$ cat config.mk
export PLATFORM = sky130hd
export DESIGN_NAME = lamp_switch_conditioner_flat
export DESIGN_NICKNAME = d
export VERILOG_FILES = /design/src/rtl/lamp_pkg.sv /design/src/rtl/lamp_switch_conditioner_if.sv /design/src/rtl/sw_debounce_bit.sv /design/src/rtl/lamp_switch_conditioner.sv /design/src/flat_wrapper.sv
export SDC_FILE = /design/constraint.sdc
export NUM_CORES = 1
export LEC_CHECK = 0
export ABC_AREA = 1
export CORE_AREA = 3 3 62 64
export CTS_BUF_LIST = sky130_fd_sc_hd__clkbuf_16
export DETAILED_ROUTE_END_ITERATION = 8
export DIE_AREA = 0 0 65 67
export PLACE_DENSITY = 0.54
export SETUP_SLACK_MARGIN = 0.05
export SLEW_MARGIN = 5
export SYNTH_ARGS = -nofsm -noshare
export SYNTH_HDL_FRONTEND = slang
export SYNTH_SLANG_ARGS = --single-unit
$ cat constraint.sdc
create_clock -name clk -period 1.7 [get_ports clk]
set_input_delay 0.34 -clock clk [delete_from_list [all_inputs] [get_ports clk]]
set_output_delay 0.34 -clock clk [all_outputs]
set_load 0.05 [all_outputs]
$ cat src/rtl/lamp_pkg.sv
// lamp_pkg: shared defaults, width helper and switch index type for the lamp switch conditioner
package lamp_pkg;

    localparam int N_SW_DEF = 3;
    localparam int DEB_CYCLES_DEF = 4;

    function automatic int clog2(input int v);
        int r;
        r = 0;
        for (int i = 0; i < 31; i++)
            if ((1 << i) < v) r = i + 1;
        return (r < 1) ? 1 : r;
    endfunction

    typedef logic [clog2(N_SW_DEF)-1:0] sw_idx_t;

endpackage

$ cat src/rtl/lamp_switch_conditioner_if.sv
// lamp_switch_conditioner_if: raw switch pins in, clean switch vector and lamp/change status out
interface lamp_switch_conditioner_if
    import lamp_pkg::*;
#(
    parameter int N_SW = N_SW_DEF
);

    localparam int IDX_W = clog2(N_SW);

    logic [N_SW-1:0]  sw_raw;
    logic [N_SW-1:0]  sw_stable;
    logic             lamp;
    logic             chg;
    logic [IDX_W-1:0] chg_idx;
    logic             chg_multi;

    modport master (
        input  sw_raw,
        output sw_stable,
        output lamp,
        output chg,
        output chg_idx,
        output chg_multi
    );

    modport slave (
        output sw_raw,
        input  sw_stable,
        input  lamp,
        input  chg,
        input  chg_idx,
        input  chg_multi
    );

endinterface

$ cat src/rtl/sw_debounce_bit.sv
// sw_debounce_bit: two-flop synchronizer plus saturating mismatch counter for one switch
module sw_debounce_bit
    import lamp_pkg::*;
#(
    parameter int DEB_CYCLES = DEB_CYCLES_DEF
) (
    input  logic clk,
    input  logic rst,
    input  logic raw,
    output logic stable,
    output logic flip
);

    localparam int CW = clog2(DEB_CYCLES);
    localparam logic [CW-1:0] CNT_MAX = CW'(DEB_CYCLES - 1);

    logic          s1;
    logic          s2;
    logic [CW-1:0] cnt;
    logic          mismatch;

    assign mismatch = s2 ^ stable;
    assign flip = mismatch && (cnt == CNT_MAX);

    // Any match, or an accepted flip, restarts the count so it never wraps.
    always_ff @(posedge clk or posedge rst) begin
        if (rst) begin
            s1     <= 1'b0;
            s2     <= 1'b0;
            cnt    <= '0;
            stable <= 1'b0;
        end else begin
            s1     <= raw;
            s2     <= s1;
            cnt    <= (!mismatch || flip) ? '0 : cnt + CW'(1);
            stable <= stable ^ flip;
        end
    end

endmodule

$ cat src/rtl/lamp_switch_conditioner.sv
// lamp_switch_conditioner: debounced switch vector, parity lamp and priority-encoded change strobe
module lamp_switch_conditioner
    import lamp_pkg::*;
#(
    parameter int N_SW = N_SW_DEF,
    parameter int DEB_CYCLES = DEB_CYCLES_DEF
) (
    input logic clk,
    input logic rst,
    lamp_switch_conditioner_if.master bus
);

    localparam int IDX_W = clog2(N_SW);

    logic [N_SW-1:0]  stable;
    logic [N_SW-1:0]  flip;
    logic [N_SW-1:0]  stable_n;
    logic [IDX_W-1:0] idx_n;

    for (genvar g = 0; g < N_SW; g++) begin : g_bit
        sw_debounce_bit #(
            .DEB_CYCLES(DEB_CYCLES)
        ) u_bit (
            .clk   (clk),
            .rst   (rst),
            .raw   (bus.sw_raw[g]),
            .stable(stable[g]),
            .flip  (flip[g])
        );
    end

    assign bus.sw_stable = stable;
    // Parity is taken from the next stable value so lamp lands on the same edge.
    assign stable_n = stable ^ flip;

    always_comb begin
        idx_n = '0;
        for (int i = N_SW - 1; i >= 0; i--)
            idx_n = flip[i] ? IDX_W'(i) : idx_n;
    end

    always_ff @(posedge clk or posedge rst) begin
        if (rst) begin
            bus.lamp      <= 1'b0;
            bus.chg       <= 1'b0;
            bus.chg_idx   <= '0;
            bus.chg_multi <= 1'b0;
        end else begin
            bus.lamp      <= ^stable_n;
            bus.chg       <= |flip;
            bus.chg_idx   <= idx_n;
            bus.chg_multi <= $countones(flip) > 1;
        end
    end

endmodule

$ cat src/flat_wrapper.sv
// flat-port wrapper written by rule: the top's interface ports become plain ports
module lamp_switch_conditioner_flat import lamp_pkg::*;
#(
    parameter int N_SW = N_SW_DEF,
    parameter int DEB_CYCLES = DEB_CYCLES_DEF
)
  (clk, rst, bus_sw_raw, bus_sw_stable, bus_lamp, bus_chg, bus_chg_idx, bus_chg_multi);
  lamp_switch_conditioner_if #(.N_SW(N_SW)) bus_i ();
  input logic clk;
  input logic rst;
  input wire logic [$bits(bus_i.sw_raw)-1:0] bus_sw_raw;
  output wire logic [$bits(bus_i.sw_stable)-1:0] bus_sw_stable;
  output wire logic [$bits(bus_i.lamp)-1:0] bus_lamp;
  output wire logic [$bits(bus_i.chg)-1:0] bus_chg;
  output wire logic [$bits(bus_i.chg_idx)-1:0] bus_chg_idx;
  output wire logic [$bits(bus_i.chg_multi)-1:0] bus_chg_multi;
  assign bus_i.sw_raw = bus_sw_raw;
  assign bus_sw_stable = bus_i.sw_stable;
  assign bus_lamp = bus_i.lamp;
  assign bus_chg = bus_i.chg;
  assign bus_chg_idx = bus_i.chg_idx;
  assign bus_chg_multi = bus_i.chg_multi;
  lamp_switch_conditioner #(.N_SW(N_SW), .DEB_CYCLES(DEB_CYCLES)) u_core (.clk(clk), .rst(rst), .bus(bus_i));
endmodule
; Word-level counts from Yosys, hierarchy flattened
; Index checks and enable logic that the tools add are counted.
[totals]
ff_bits = 20
input_bits = 5
output_inout_bits = 8
elab_cells = 49
[op_classes]
addsub = 5
magnitude_cmp = 1
n_eq_ne = 3
mux = 6
bitwise = 7
reduce_logical = 11
[op_table]
columns = cell, count
row1 = $add A32 B1 Y32, 1
row2 = $gt A32 B2 Y1 const B, 1
row3 = $mux W2, 6
row4 = $add A2 B1 Y2 const B, 3
row5 = $eq A2 B2 Y1 const B, 3
row6 = $xor A1 B1 Y1, 6
row7 = $logic_and A1 B1 Y1, 3
row8 = $logic_not A1 Y1, 3
row9 = $logic_or A1 B1 Y1, 3
row10 = $reduce_or A3 Y1, 1
row11 = $reduce_xor A3 Y1, 1
row12 = $xor A3 B3 Y3, 1
row13 = $add A1 B1 Y2, 1

; Longest topological paths before layout
; Gate-level depths: netlist of the first run.
[depth]
depth_word = 5
depth_mapped = 7
depth_no_buf = 7

; Modules after synthesis
; Synthesis of the first run repeated with hierarchy kept, for this count alone.
[unflattened]
cells_unflattened = 106
hier_area_um2 = 905.9
[modules_own_cells]
columns = mod, instances, cells_each, area_each_um2, seq_area_each_um2
row1 = sw_debounce_bit, 3, 20, 200.2, 125.1
row2 = lamp_switch_conditioner, 1, 46, 305.3, 125.1

; Worst setup path after synthesis of the first run
; OpenSTA, ideal clock, no wires.
[synth_path]
path_type = reg2reg
start = reg u_core.g_bit[1].u_bit.cnt[0]
end = reg u_core.bus.chg_multi
setup_ns = 0.065
t_arrival_ns = 1.252
t_required_ns = 1.635
setup_slack_ns = 0.383
stages_incl_launch_ff = 7
n_path_buf = 0
period_less_slack_ns = 1.317
path_cell_list = dfrtp_1 -> ha_1 -> nand3_1 -> inv_1 -> ha_1 -> nand3b_1 -> nand2_1
[synth_between]
elab_chain_len = 5
[synth_rtl]
columns = element, line_no
row1 = start: declaration, sw_debounce_bit.sv:19  ; logic [CW-1:0] cnt;
row2 = start signal: assignment, sw_debounce_bit.sv:35  ; cnt <= (!mismatch || flip) ? '0 : cnt + CW'(1);
row3 = $eq A2 B2 Y1, sw_debounce_bit.sv:23  ; assign flip = mismatch && (cnt == CNT_MAX);
row4 = $logic_and A1 B1 Y1, sw_debounce_bit.sv:23
row5 = $add A1 B1 Y2 (not written as such), lamp_switch_conditioner.sv:52  ; bus.chg_multi <= $countones(flip) > 1;
row6 = $add A32 B1 Y32 (not written as such), lamp_switch_conditioner.sv:52
row7 = $gt A32 B2 Y1, lamp_switch_conditioner.sv:52
row8 = end signal: assignment, lamp_switch_conditioner.sv:52
row9 = end: declaration, lamp_switch_conditioner_if.sv:23  ; output chg_multi
; No other way between the ends.

; Final worst setup path of the first run
; Ends and elaborated chain as after synthesis.

==> run summary, run 1 <==
FLOORPLANNING
---------------------------------------------------------------------------------------
Starting Density .........................................................       25.20%
# rows ...................................................................           21
Horizontal die dimension .................................................        65 um
Vertical die dimension ...................................................        67 um
Die ar. ..................................................................    4355 um^2
Core Area ................................................................    3337 um^2
I/O pin count ............................................................           13

WORST SETUP PATH
---------------------------------------------------------------------------------------
CP arrival ...............................................................      1590 ps
Startpoint class of the critical path ....................................         flop
Reg2reg start ............................................................ u_core.g_bit[1].u_bit.cnt[0]
Crit. Startpoint ......................................................... u_core.g_bit[1].u_bit.cnt[0]
Bufs and invs on worst path ..............................................            1
Endpoint kind of the worst setup timing path .............................         flop
Classification of the worst setup path ................................... flop to flop
Cell with the largest stage delay on the worst path ...................... sky130_fd_sc_hd__dfrtp_1
Required time at the worst-slack endpoint ................................      1890 ps
Most Frequent Cell on Critical Path ...................................... sky130_fd_sc_hd__ha_1
CP max FO ................................................................            4
Cells along the critical path ............................................ ha_1 > nand3_1 > inv_1 > ha_1 > nand3b_1 > nand2_1
Family of cells with the greatest summed delay on the critical path ......  adder cells
Delay of the slowest cell on the worst path ..............................       380 ps

POWER
---------------------------------------------------------------------------------------
Power Total ..............................................................     1.835 mW
Cell Pwr Density ......................................................... 1734 nW/um^2
Leakage power summed over all cells ......................................    0.5816 nW
IR Drop Worst-Case VDD ...................................................    0.5923 mV

TIMING
---------------------------------------------------------------------------------------
Worst-case hold slack ....................................................     345.8 ps
Final count of hold timing violations ....................................            0
Final setup fails ........................................................            0
Final setup margin .......................................................     303.7 ps
Worst-case clock skew ....................................................    0.5584 ps
Fin crit share ...........................................................       82.14%
Unrepaired setup endpoints after global routing ..........................        false
Final setup TNS ..........................................................         0 ps
Worst rel slew slack .....................................................       83.15%
Slew Viols, Final ........................................................            0
Max Clk Rate .............................................................   0.7162 GHz
Worst Tran Pin Value .....................................................     252.8 ps
Min Tclk post-route ......................................................      1396 ps

CLOCKING
---------------------------------------------------------------------------------------
Clock-pin slew on the worst setup and hold paths .........................        50 ps
Worst-skew pair later-pin latency ........................................       250 ps
Sink count of the clock tree .............................................           20
CTS Root Buffer Type ..................................................... sky130_fd_sc_hd__clkbuf_16
CTS tree .................................................................          yes
Post-CTS setup buffer count ..............................................            0
H-tree level count .......................................................            1
Number of buffers on the longest clock path ..............................            2
Hold-fix buffers at CTS ..................................................            0
Gates resized, CTS repair ................................................            0
Num CTS Buffers ..........................................................            3

DETAILED ROUTING
---------------------------------------------------------------------------------------
Vias per Instance ........................................................        3.781
Number of violations reported at the end of detailed-routing iteration 0 .           10
Initial DRT Pass Iterations ..............................................            2
Vias .....................................................................          552
Count of unresolved DRC violations after routing .........................            0
Antenna Nets Post-Route ..................................................            0
Drt wl/cell ..............................................................     8.658 um
Routed wire length .......................................................      1264 um

WORST HOLD PATH
---------------------------------------------------------------------------------------
Worst Hold Class ......................................................... flop to flop
Hold Path Origin ......................................................... u_core.g_bit[0].u_bit.s1

GLOBAL ROUTING
---------------------------------------------------------------------------------------
Total Routing Usage GR ...................................................       6.528%
First-pass GRT wire length ...............................................      2083 um
Met2 Resource Use GR .....................................................       10.22%
Pin count of the biggest net entering global routing .....................           21
Vias in the first global route ...........................................          499
Met1 routing resource usage after global routing .........................       7.388%
Met3 track utilization from global routing ...............................       2.192%
Antenna violations before repair .........................................            0
Layer with the highest usage after global routing ........................         met2
Final global-route overflow total ........................................            0

PLACEMENT
---------------------------------------------------------------------------------------
Total cell area at the placement stage ...................................   983.4 um^2
HPWL reported at the end of detailed placement ...........................     970.5 um
Post-Place Cells .........................................................          143
Pre-CTS worst setup slack ................................................     313.9 ps
Weighted congestion at the end of routability-driven global placement ....       0.7779
IO Port Bufs .............................................................           12

SYNTH
---------------------------------------------------------------------------------------
Sequential fraction of the synthesis area ................................       59.52%
Synth cell types .........................................................           12
Synth warnings ...........................................................            0
Post-Synthesis Cell Area .................................................   840.8 um^2
Number of synthesized register bits ......................................           20
Post-synthesis cell count ................................................           87
Mapped Nets ..............................................................           97
Avg Synthesized Cell Area ................................................   9.664 um^2

FINAL LAYOUT
---------------------------------------------------------------------------------------
Area of all sequential standard cells ....................................   500.5 um^2
Utilization after layout .................................................       31.72%
Net count reported at finish .............................................          112
Antenna diode instance count .............................................            0
Area of the multi-input gates ............................................   261.5 um^2
Most used cells in the layout excluding fill and tap cells ............... sky130_fd_sc_hd__nand2_1, sky130_fd_sc_hd__dfrtp_1, sky130_fd_sc_hd__inv_1
Final Non-Filler Cells ...................................................          146
Most common cell after layout, fill and taps aside ....................... sky130_fd_sc_hd__nand2_1
Share of cells above drive strength 1 ....................................       16.00%
Area growth from synthesis to final layout ...............................       25.89%
Fillers ..................................................................          354
Summed area of non-filler cells in the final layout ......................    1059 um^2

STATUS
---------------------------------------------------------------------------------------
Outcome ..................................................................    completed

RUN
---------------------------------------------------------------------------------------
Count of max-cap constraint violations ...................................            0

## state kept, by name, summed over array words and instances (netlist names)
signal and count:
u_core.bus.chg 1, u_core.bus.lamp 1, u_core.g_bit.u_bit.s2 3, u_core.bus.chg_multi 1, u_core.g_bit.u_bit.stable 3, u_core.g_bit.u_bit.cnt 6
u_core.g_bit.u_bit.s1 3, u_core.bus.chg_idx 2
## routing by layer
| layer | wire length [um] | vias to the layer above |
|---|---|---|
| met5 | 0 | - |
| met4 | 36 | 0 |
| met3 | 90 | 3 |
| met2 | 567 | 14 |
| met1 | 570 | 252 |
| li1 | - | 283 |
## cell type report
class / count / share of cell area (%)
clock buffer: 3 / 7.092
inverter: 15 / 5.319
multi-input combinational: 49 / 24.70
sequential: 20 / 47.28
tap: 46 / 5.437
timing repair buffer: 13 / 10.17
## cells by family (layout without fill, tap and decap cells)
kind of cell | Yosys count | in the layout | synth area share, %
AO/OA/AOI/OAI | 2 | 2 | 1.637
adder cells (fa/ha/maj) | 5 | 5 | 7.440
XOR/XNOR | 2 | 2 | 2.084
flip-flops | 20 | 20 | 59.52
buffers and inverters | 18 | 31 | 9.374
AND/OR/NAND/NOR | 40 | 40 | 19.94
## where the power goes
| group | switching (mW) | total [mW] | leakage, nW | internal [mW] |
|---|---|---|---|---|
| Combinational | 0.469 | 0.692 | 0.293 | 0.223 |
| Clock | 0.160 | 0.470 | 0.0370 | 0.310 |
| Sequential | 0.0720 | 0.674 | 0.252 | 0.602 |
## synthesized netlist by cell type, drive strengths merged
| library cell | n | area, um^2 |
|---|---|---|
| nand3b | 1 | 7.510 |
| buf | 3 | 22.52 |
| nand3 | 5 | 25.02 |
| nand2 | 27 | 108.9 |
| xor2 | 2 | 17.52 |
| nor2 | 7 | 26.28 |
| o21ai | 2 | 13.76 |
| inv | 15 | 56.30 |
| dfrtp | 20 | 500.5 |
| ha | 5 | 62.56 |
## final timing paths
kind | endpoint | slack [ps] | depth (start not counted)
worst max-delay path | u_core.bus.chg_multi | 300 | 6
worst min-delay path | u_core.g_bit[0].u_bit.s2 | 350 | 0
worst max register to register | u_core.bus.chg_multi | 300 | 6
worst min register to register | u_core.g_bit[0].u_bit.s2 | 350 | 0
max in group asynchronous | u_core.bus.chg_multi | 1090 | 3
min in group asynchronous | u_core.g_bit[2].u_bit.s1 | 410 | 3
(Power assumes the default switching activity.)
==> run 2, diff against run 1 <==
--- a/config.mk
+++ b/config.mk
@@ -10,7 +10,7 @@
 export CTS_BUF_LIST = sky130_fd_sc_hd__clkbuf_16
 export DETAILED_ROUTE_END_ITERATION = 8
 export DIE_AREA = 0 0 65 67
-export PLACE_DENSITY = 0.54
+export PLACE_DENSITY = 0.55
 export SETUP_SLACK_MARGIN = 0.05
 export SLEW_MARGIN = 5
 export SYNTH_ARGS = -nofsm -noshare
==> constraint.sdc (replaced) <==
create_clock -name clk -period 1.1 [get_ports clk]
set_input_delay 0.22 -clock clk [delete_from_list [all_inputs] [get_ports clk]]
set_output_delay 0.22 -clock clk [all_outputs]
set_load 0.05 [all_outputs]
==> run 2 against run 1 <==
The run now ends with negative setup slack left. First-iteration DRC count shrank 60%. Critical path depth shrank 1. Hold slack lost 55 ps. Global-route usage grew 0.50 points. Non-clock buffer count grew 12. Power grew 91%. Utilization grew 8.9 points. Clock-buffer cell count is the same. Cell count grew 8.9%. Design area grew 28%. Flip-flop and latch count is the same. Wire length grew 11%. Critical endpoint unchanged.
==> run summary, run 2 (same netlist as run 1, synthesis figures left out) <==
FINAL LAYOUT
---------------------------------------------------------------------------------------
Area growth from synthesis to final layout ...............................       61.16%
Area of all sequential standard cells ....................................   501.7 um^2   +0.25%
Share of cells above drive strength 1 ....................................       38.94%   +23 points
Area of the multi-input gates ............................................   331.6 um^2   +27%
Largest register by flop count ........................................... u_core.g_bit.u_bit.cnt
Final Non-Filler Cells ...................................................          159   +8.9%
Antenna diode instance count .............................................            0   unchanged
Max FFs per register .....................................................            6   unchanged
Most used cells in the layout excluding fill and tap cells ............... sky130_fd_sc_hd__nand2_1, sky130_fd_sc_hd__dfrtp_1, sky130_fd_sc_hd__inv_1
Fillers ..................................................................          326   -7.9%
Net count reported at finish .............................................          124   +11%
Most common cell after layout, fill and taps aside ....................... sky130_fd_sc_hd__nand2_1

POWER
---------------------------------------------------------------------------------------
Power share of the combinational group ...................................        47.9%   +10 points
Total net switching power ................................................     1.243 mW   +77%
Internal power ...........................................................     2.257 mW   +99%
Switching fraction of total power ........................................       35.51%   -2.7 points
Power Total ..............................................................     3.501 mW   +91%
Cell Pwr Density ......................................................... 2583 nW/um^2   +49%
Leakage power summed over all cells ......................................    0.6775 nW   +16%
Seq pwr share ............................................................        31.5%   -5.2 points
IR Drop Worst-Case VDD ...................................................     1.232 mV   +110%
Clock network power share ................................................        20.7%   -4.9 points

WORST SETUP PATH
---------------------------------------------------------------------------------------
Cells along the critical path ............................................ xor2_2 > nand2_2 > ha_4 > nand3b_1 > nand2_1
Cell with the largest stage delay on the worst path ...................... sky130_fd_sc_hd__dfrtp_1
Classification of the worst setup path ................................... flop to flop
Crit Reg-Reg Endpoint .................................................... u_core.bus.chg_multi
Flop2flop setup slack ....................................................      -130 ps   -430 ps
Required time at the worst-slack endpoint ................................      1240 ps   -650 ps
Endpoint kind of the worst setup timing path .............................         flop
Reg2reg start ............................................................ u_core.g_bit[0].u_bit.s2
Delay of the slowest cell on the worst path ..............................       420 ps   +40 ps
CP arrival ...............................................................      1360 ps   -230 ps
Bufs and invs on worst path ..............................................            0   -1
Family of cells with the greatest summed delay on the critical path ......   flip-flops
Reg2reg path depth .......................................................            5   -1
CP max FO ................................................................            3   -1
Crit. Startpoint ......................................................... u_core.g_bit[0].u_bit.s2
Startpoint class of the critical path ....................................         flop

DETAILED ROUTING
---------------------------------------------------------------------------------------
Count of unresolved DRC violations after routing .........................            0   unchanged
Antenna Nets Post-Route ..................................................            0   unchanged
Drt wl/cell ..............................................................     8.811 um   +1.8%
Number of violations reported at the end of detailed-routing iteration 0 .            4   -6
Vias .....................................................................          606   +9.8%
Routed wire length .......................................................      1401 um   +11%
Initial DRT Pass Iterations ..............................................            2   unchanged
Vias per Instance ........................................................        3.811   +0.81%

FLOORPLANNING
---------------------------------------------------------------------------------------
Horizontal die dimension .................................................        65 um   unchanged
Die ar. ..................................................................    4355 um^2   unchanged
# rows ...................................................................           21   unchanged
Vertical die dimension ...................................................        67 um   unchanged
Starting Density .........................................................       25.20%   unchanged
I/O pin count ............................................................           13   unchanged
Core Area ................................................................    3337 um^2   unchanged

CLOCKING
---------------------------------------------------------------------------------------
Clock-pin slew on the worst setup and hold paths .........................        50 ps   about the same
Worst-skew pair later-pin latency ........................................       250 ps   about the same
CTS tree .................................................................          yes
H-tree level count .......................................................            1   unchanged
Number of buffers on the longest clock path ..............................            2   unchanged
Num CTS Buffers ..........................................................            3   unchanged
Sink count of the clock tree .............................................           20   unchanged
Hold-fix buffers at CTS ..................................................            0   unchanged
CTS Root Buffer Type ..................................................... sky130_fd_sc_hd__clkbuf_16

WORST HOLD PATH
---------------------------------------------------------------------------------------
Worst Hold Class ......................................................... input port to asynchronous set/reset pin

PLACEMENT
---------------------------------------------------------------------------------------
Pre-CTS worst setup slack ................................................    -153.4 ps   -467.3 ps
IO Port Bufs .............................................................           12   unchanged
Weighted congestion at the end of routability-driven global placement ....       0.6883   -12%
Post-Place Cells .........................................................          149   +4.2%
HPWL reported at the end of detailed placement ...........................      1035 um   +6.6%

TIMING
---------------------------------------------------------------------------------------
Worst rel slew slack .....................................................       85.40%   +2.2 points
Unrepaired setup endpoints after global routing ..........................         true
Final count of hold timing violations ....................................            0   unchanged
Final setup margin .......................................................    -126.7 ps   -430.4 ps
Max Clk Rate .............................................................   0.8152 GHz   +14%
Min Tclk post-route ......................................................      1227 ps   -169.6 ps
Final setup fails ........................................................            5   +5
Final setup TNS ..........................................................    -286.7 ps   -286.7 ps
Worst Tran Pin Value .....................................................     218.3 ps   -34.43 ps
Worst-case clock skew ....................................................     1.881 ps   +1.322 ps
Slew Viols, Final ........................................................            0   unchanged
Fin crit share ...........................................................       111.5%   +29 points
Worst-case hold slack ....................................................     290.3 ps   -55.44 ps

GLOBAL ROUTING
---------------------------------------------------------------------------------------
Total Routing Usage GR ...................................................       7.033%   +0.50 points
Vias in the first global route ...........................................          560   +12%
First-pass GRT wire length ...............................................      2332 um   +12%
Antenna violations before repair .........................................            0   unchanged
Pin count of the biggest net entering global routing .....................           21   unchanged
Final global-route overflow total ........................................            0   unchanged

RUN
---------------------------------------------------------------------------------------
Count of max-cap constraint violations ...................................            0   unchanged

STATUS
---------------------------------------------------------------------------------------
Violations in the final reports .......................................... negative setup slack
Outcome .................................................................. complete, but fails checks

-- run 2: per-stage QoR --
stage / cell area, um^2 / util, %
finish: 1355 / 40.61
global route: 1355 / 40.61
CTS: 1299 / 38.92
detailed placement: 1151 / 34.50
global placement: 1151 / 34.50
floorplan: 850.8 / -
-- run 2: worst register-to-register path, cell delays in order (launching register included) --
cell                       delay (ps)
sky130_fd_sc_hd__dfrtp_1          420
sky130_fd_sc_hd__xor2_2           200
sky130_fd_sc_hd__nand2_2          100
sky130_fd_sc_hd__ha_4             260
sky130_fd_sc_hd__nand3b_1          90
sky130_fd_sc_hd__nand2_1           50
-- run 2: worst max path at each step --
| stage | endpoint | slack, ps | depth (start not counted) |
|---|---|---|---|
| 6_report | u_core.bus.chg_multi | -130 | 5 |
| 4_1_cts | u_core.bus.chg_multi | -130 | 5 |
| 5_1_grt | u_core.bus.chg_multi | -200 | 5 |
| 2_1_floorplan | u_core.bus.chg_multi | -110 | 5 |
| 3_3_place_gp | u_core.bus.chg_multi | -120 | 5 |
| 3_5_place_dp | u_core.bus.chg_multi | -150 | 6 |
-- run 2: layer usage --
| metal | up-vias | wire length (um) | track usage, % |
|---|---|---|---|
| met5 | - | 0 | 0 |
| met4 | 0 | 19 | 3.958 |
| met3 | 2 | 81 | 2.192 |
| met2 | 14 | 703 | 11.62 |
| met1 | 278 | 597 | 8.021 |
| li1 | 312 | - | - |
-- run 2: timing repair --
item | CTS | global route
setup endpoints to repair | 6 | 9
resized for setup | 10 | 9
pin swaps | 8 | 4
setup buffers | 4 | 2
-- run 2: layout make-up --
type                       count  area share [%]
sequential                    20           37.03
timing repair buffer          25           24.28
inverter                      15           4.155
clock inverter                 1          0.2770
tap                           46           4.247
clock buffer                   3           5.540
multi-input combinational     49           24.47
-- run 2: power groups by stage --
stage	sequential, mW	combinational [mW]	clock [mW]
finish	1.10	1.68	0.724
global route	1.12	1.83	0.778
CTS	1.08	1.59	0.751
detailed placement	1.08	1.45	0
global placement	1.06	1.41	0
floorplan	1.18	0.747	0
==> run 3, diff against run 2 <==
--- a/config.mk
+++ b/config.mk
@@ -6,11 +6,12 @@
 export NUM_CORES = 1
 export LEC_CHECK = 0
 export ABC_AREA = 1
+export CAP_MARGIN = 5
 export CORE_AREA = 3 3 62 64
 export CTS_BUF_LIST = sky130_fd_sc_hd__clkbuf_16
 export DETAILED_ROUTE_END_ITERATION = 8
 export DIE_AREA = 0 0 65 67
-export PLACE_DENSITY = 0.55
+export PLACE_DENSITY = 0.54
 export SETUP_SLACK_MARGIN = 0.05
 export SLEW_MARGIN = 5
 export SYNTH_ARGS = -nofsm -noshare
==> constraint.sdc (replaced) <==
create_clock -name clk -period 1.4 [get_ports clk]
set_input_delay 0.28 -clock clk [delete_from_list [all_inputs] [get_ports clk]]
set_output_delay 0.28 -clock clk [all_outputs]
set_load 0.05 [all_outputs]
==> run 3 against run 2 <==
Hold slack improved by 54 ps. Clock-buffer cell count did not move. Design area shrank 10%. The run now ends clean. Clock power decreased by 22%. Cell count shrank 5.7%. Non-clock buffer count down 8. Clock skew about the same.
==> run summary, run 3 (same netlist as run 1, synthesis figures left out) <==
FINAL LAYOUT
---------------------------------------------------------------------------------------
Fillers ..................................................................          335   +2.8%
Summed area of non-filler cells in the final layout ......................    1216 um^2   -10%
Area growth from synthesis to final layout ...............................       44.64%
Share of cells above drive strength 1 ....................................       24.04%   -15 points
Largest register by flop count ........................................... u_core.g_bit.u_bit.cnt
Max FFs per register .....................................................            6   unchanged
Most common cell after layout, fill and taps aside ....................... sky130_fd_sc_hd__nand2_1
Most used cells in the layout excluding fill and tap cells ............... sky130_fd_sc_hd__nand2_1, sky130_fd_sc_hd__dfrtp_1, sky130_fd_sc_hd__inv_1
Antenna diode instance count .............................................            0   unchanged
Net count reported at finish .............................................          116   -6.5%
Final Non-Filler Cells ...................................................          150   -5.7%

FLOORPLANNING
---------------------------------------------------------------------------------------
I/O pin count ............................................................           13   unchanged
Starting Density .........................................................       25.20%   unchanged
Vertical die dimension ...................................................        67 um   unchanged
Core Area ................................................................    3337 um^2   unchanged
Die ar. ..................................................................    4355 um^2   unchanged
# rows ...................................................................           21   unchanged
Horizontal die dimension .................................................        65 um   unchanged

PLACEMENT
---------------------------------------------------------------------------------------
Total cell area at the placement stage ...................................    1106 um^2   -3.9%
Post-Place Cells .........................................................          146   -2.0%
Pre-CTS worst setup slack ................................................     50.15 ps   +203.5 ps
IO Port Bufs .............................................................           12   unchanged
Weighted congestion at the end of routability-driven global placement ....       0.7099   +3.1%
HPWL reported at the end of detailed placement ...........................     982.3 um   -5.0%

CLOCKING
---------------------------------------------------------------------------------------
Clock-pin slew on the worst setup and hold paths .........................        50 ps   about the same
CTS tree .................................................................          yes
Num CTS Buffers ..........................................................            3   unchanged
H-tree level count .......................................................            1   unchanged
Worst-skew pair later-pin latency ........................................       250 ps   about the same
Number of buffers on the longest clock path ..............................            2   unchanged
Sink count of the clock tree .............................................           20   unchanged
CTS Root Buffer Type ..................................................... sky130_fd_sc_hd__clkbuf_16

POWER
---------------------------------------------------------------------------------------
Leakage power summed over all cells ......................................    0.6291 nW   -7.1%
Cell Pwr Density ......................................................... 2085 nW/um^2   -19%
IR Drop Worst-Case VDD ...................................................    0.7380 mV   -40%
Power Total ..............................................................     2.536 mW   -28%

WORST SETUP PATH
---------------------------------------------------------------------------------------
Startpoint class of the critical path ....................................         flop
Classification of the worst setup path ................................... flop to flop
CP max FO ................................................................            3   unchanged
Reg2reg path depth .......................................................            6   +1
CP arrival ...............................................................      1470 ps   +110 ps
Required time at the worst-slack endpoint ................................      1590 ps   +350 ps
Reg2reg start ............................................................ u_core.g_bit[1].u_bit.cnt[0]
Crit Reg-Reg Endpoint .................................................... u_core.bus.chg_multi
Flop2flop setup slack ....................................................       120 ps   +240 ps
Endpoint kind of the worst setup timing path .............................         flop

TIMING
---------------------------------------------------------------------------------------
Final count of hold timing violations ....................................            0   unchanged
Fin crit share ...........................................................       91.59%   -20 points
Worst-case clock skew ....................................................     1.437 ps   -0.4434 ps
Final setup fails ........................................................            0   -5
Slew Viols, Final ........................................................            0   unchanged
Worst rel slew slack .....................................................       84.16%   -1.2 points
Min Tclk post-route ......................................................      1282 ps   +55.66 ps
Final setup TNS ..........................................................         0 ps   +286.7 ps
Worst Tran Pin Value .....................................................     236.7 ps   +18.42 ps
Final setup margin .......................................................     117.7 ps   +244.3 ps
Unrepaired setup endpoints after global routing ..........................         true
Max Clk Rate .............................................................   0.7798 GHz   -4.3%

GLOBAL ROUTING
---------------------------------------------------------------------------------------
Final global-route overflow total ........................................            0   unchanged
Antenna violations before repair .........................................            0   unchanged
Vias in the first global route ...........................................          522   -6.8%
Total Routing Usage GR ...................................................       7.133%   +0.10 points
First-pass GRT wire length ...............................................      2242 um   -3.9%
Pin count of the biggest net entering global routing .....................           21   unchanged

DETAILED ROUTING
---------------------------------------------------------------------------------------
Drt wl/cell ..............................................................     8.547 um   -3.0%
Initial DRT Pass Iterations ..............................................            2   unchanged
Number of violations reported at the end of detailed-routing iteration 0 .            9   +5
Vias per Instance ........................................................        3.760   -1.3%
Count of unresolved DRC violations after routing .........................            0   unchanged
Vias .....................................................................          564   -6.9%
Routed wire length .......................................................      1282 um   -8.5%
Antenna Nets Post-Route ..................................................            0   unchanged

RUN
---------------------------------------------------------------------------------------
Count of max-cap constraint violations ...................................            0   unchanged

STATUS
---------------------------------------------------------------------------------------
Outcome ..................................................................    completed

WORST HOLD PATH
---------------------------------------------------------------------------------------
Worst Hold Class ......................................................... input port to asynchronous set/reset pin

[run 3: cell types whose count changed in the layout (fill, tap and decap cells not counted), sizes merged]
| cell | previous run | this run |
|---|---|---|
| buf | 21 | 13 |
| clkinv | 1 | 0 |
[run 3: worst max path at each step]
stage | from | cells after the start | endpoint
floorplan | u_core.g_bit[1].u_bit.cnt[0] | 6 | u_core.bus.chg_multi
global placement | u_core.g_bit[1].u_bit.cnt[0] | 6 | u_core.bus.chg_multi
finish | u_core.g_bit[1].u_bit.cnt[0] | 6 | u_core.bus.chg_multi
detailed placement | u_core.g_bit[1].u_bit.cnt[0] | 6 | u_core.bus.chg_multi
CTS | u_core.g_bit[1].u_bit.cnt[0] | 6 | u_core.bus.chg_multi
global route | u_core.g_bit[1].u_bit.stable | 7 | u_core.bus.chg_multi
[run 3: area by class of cell]
class                      instances  area [um^2]  share of cell area (%)
sequential                        20        500.5                   41.15
clock buffer                       3        75.07                   6.173
tap                               46        57.56                   4.732
timing repair buffer              17        237.7                   19.55
multi-input combinational         49        289.0                   23.77
inverter                          15        56.30                   4.630
[run 3: metal layers]
layer	routed length (um)	up-vias	global-route usage (%)	share of wire, %
li1	-	291	-	-
met1	500	255	7.477	39
met2	652	14	11.37	51
met3	94	4	3.373	7.3
met4	34	0	4.749	2.7
met5	0	-	0	0
[run 3: critical path, stage by stage (launching register included)]
cell and delay [ps]:
sky130_fd_sc_hd__dfrtp_1 380, sky130_fd_sc_hd__ha_2 210, sky130_fd_sc_hd__nand3_4 80, sky130_fd_sc_hd__inv_1 60, sky130_fd_sc_hd__ha_1 280, sky130_fd_sc_hd__nand3b_1 150
sky130_fd_sc_hd__nand2_1 60
[run 3: report_power, final]
| group | total, mW | switching, mW | leakage, nW | internal (mW) |
|---|---|---|---|---|
| Combinational | 1.13 | 0.618 | 0.340 | 0.516 |
| Sequential | 0.838 | 0.107 | 0.252 | 0.732 |
| Clock | 0.564 | 0.188 | 0.0370 | 0.376 |
[run 3: timing repair]
item                       in CTS  in global routing
hold buffers                    0                  0
resized for setup               1                  5
setup endpoints to repair       1                  2
pin swaps                       0                  0
buffers inserted                0                  1
hold endpoints to repair        0                  0
[run 3: through the flow]
| stage | util [%] | hold WS, ps |
|---|---|---|
| finish | 36.45 | 344.3 |
| global placement | 33.15 | 333.3 |
| detailed placement | 33.15 | 334.7 |
| CTS | 35.55 | 346.6 |
| floorplan | - | 243.8 |
| global route | 36.45 | 357.8 |
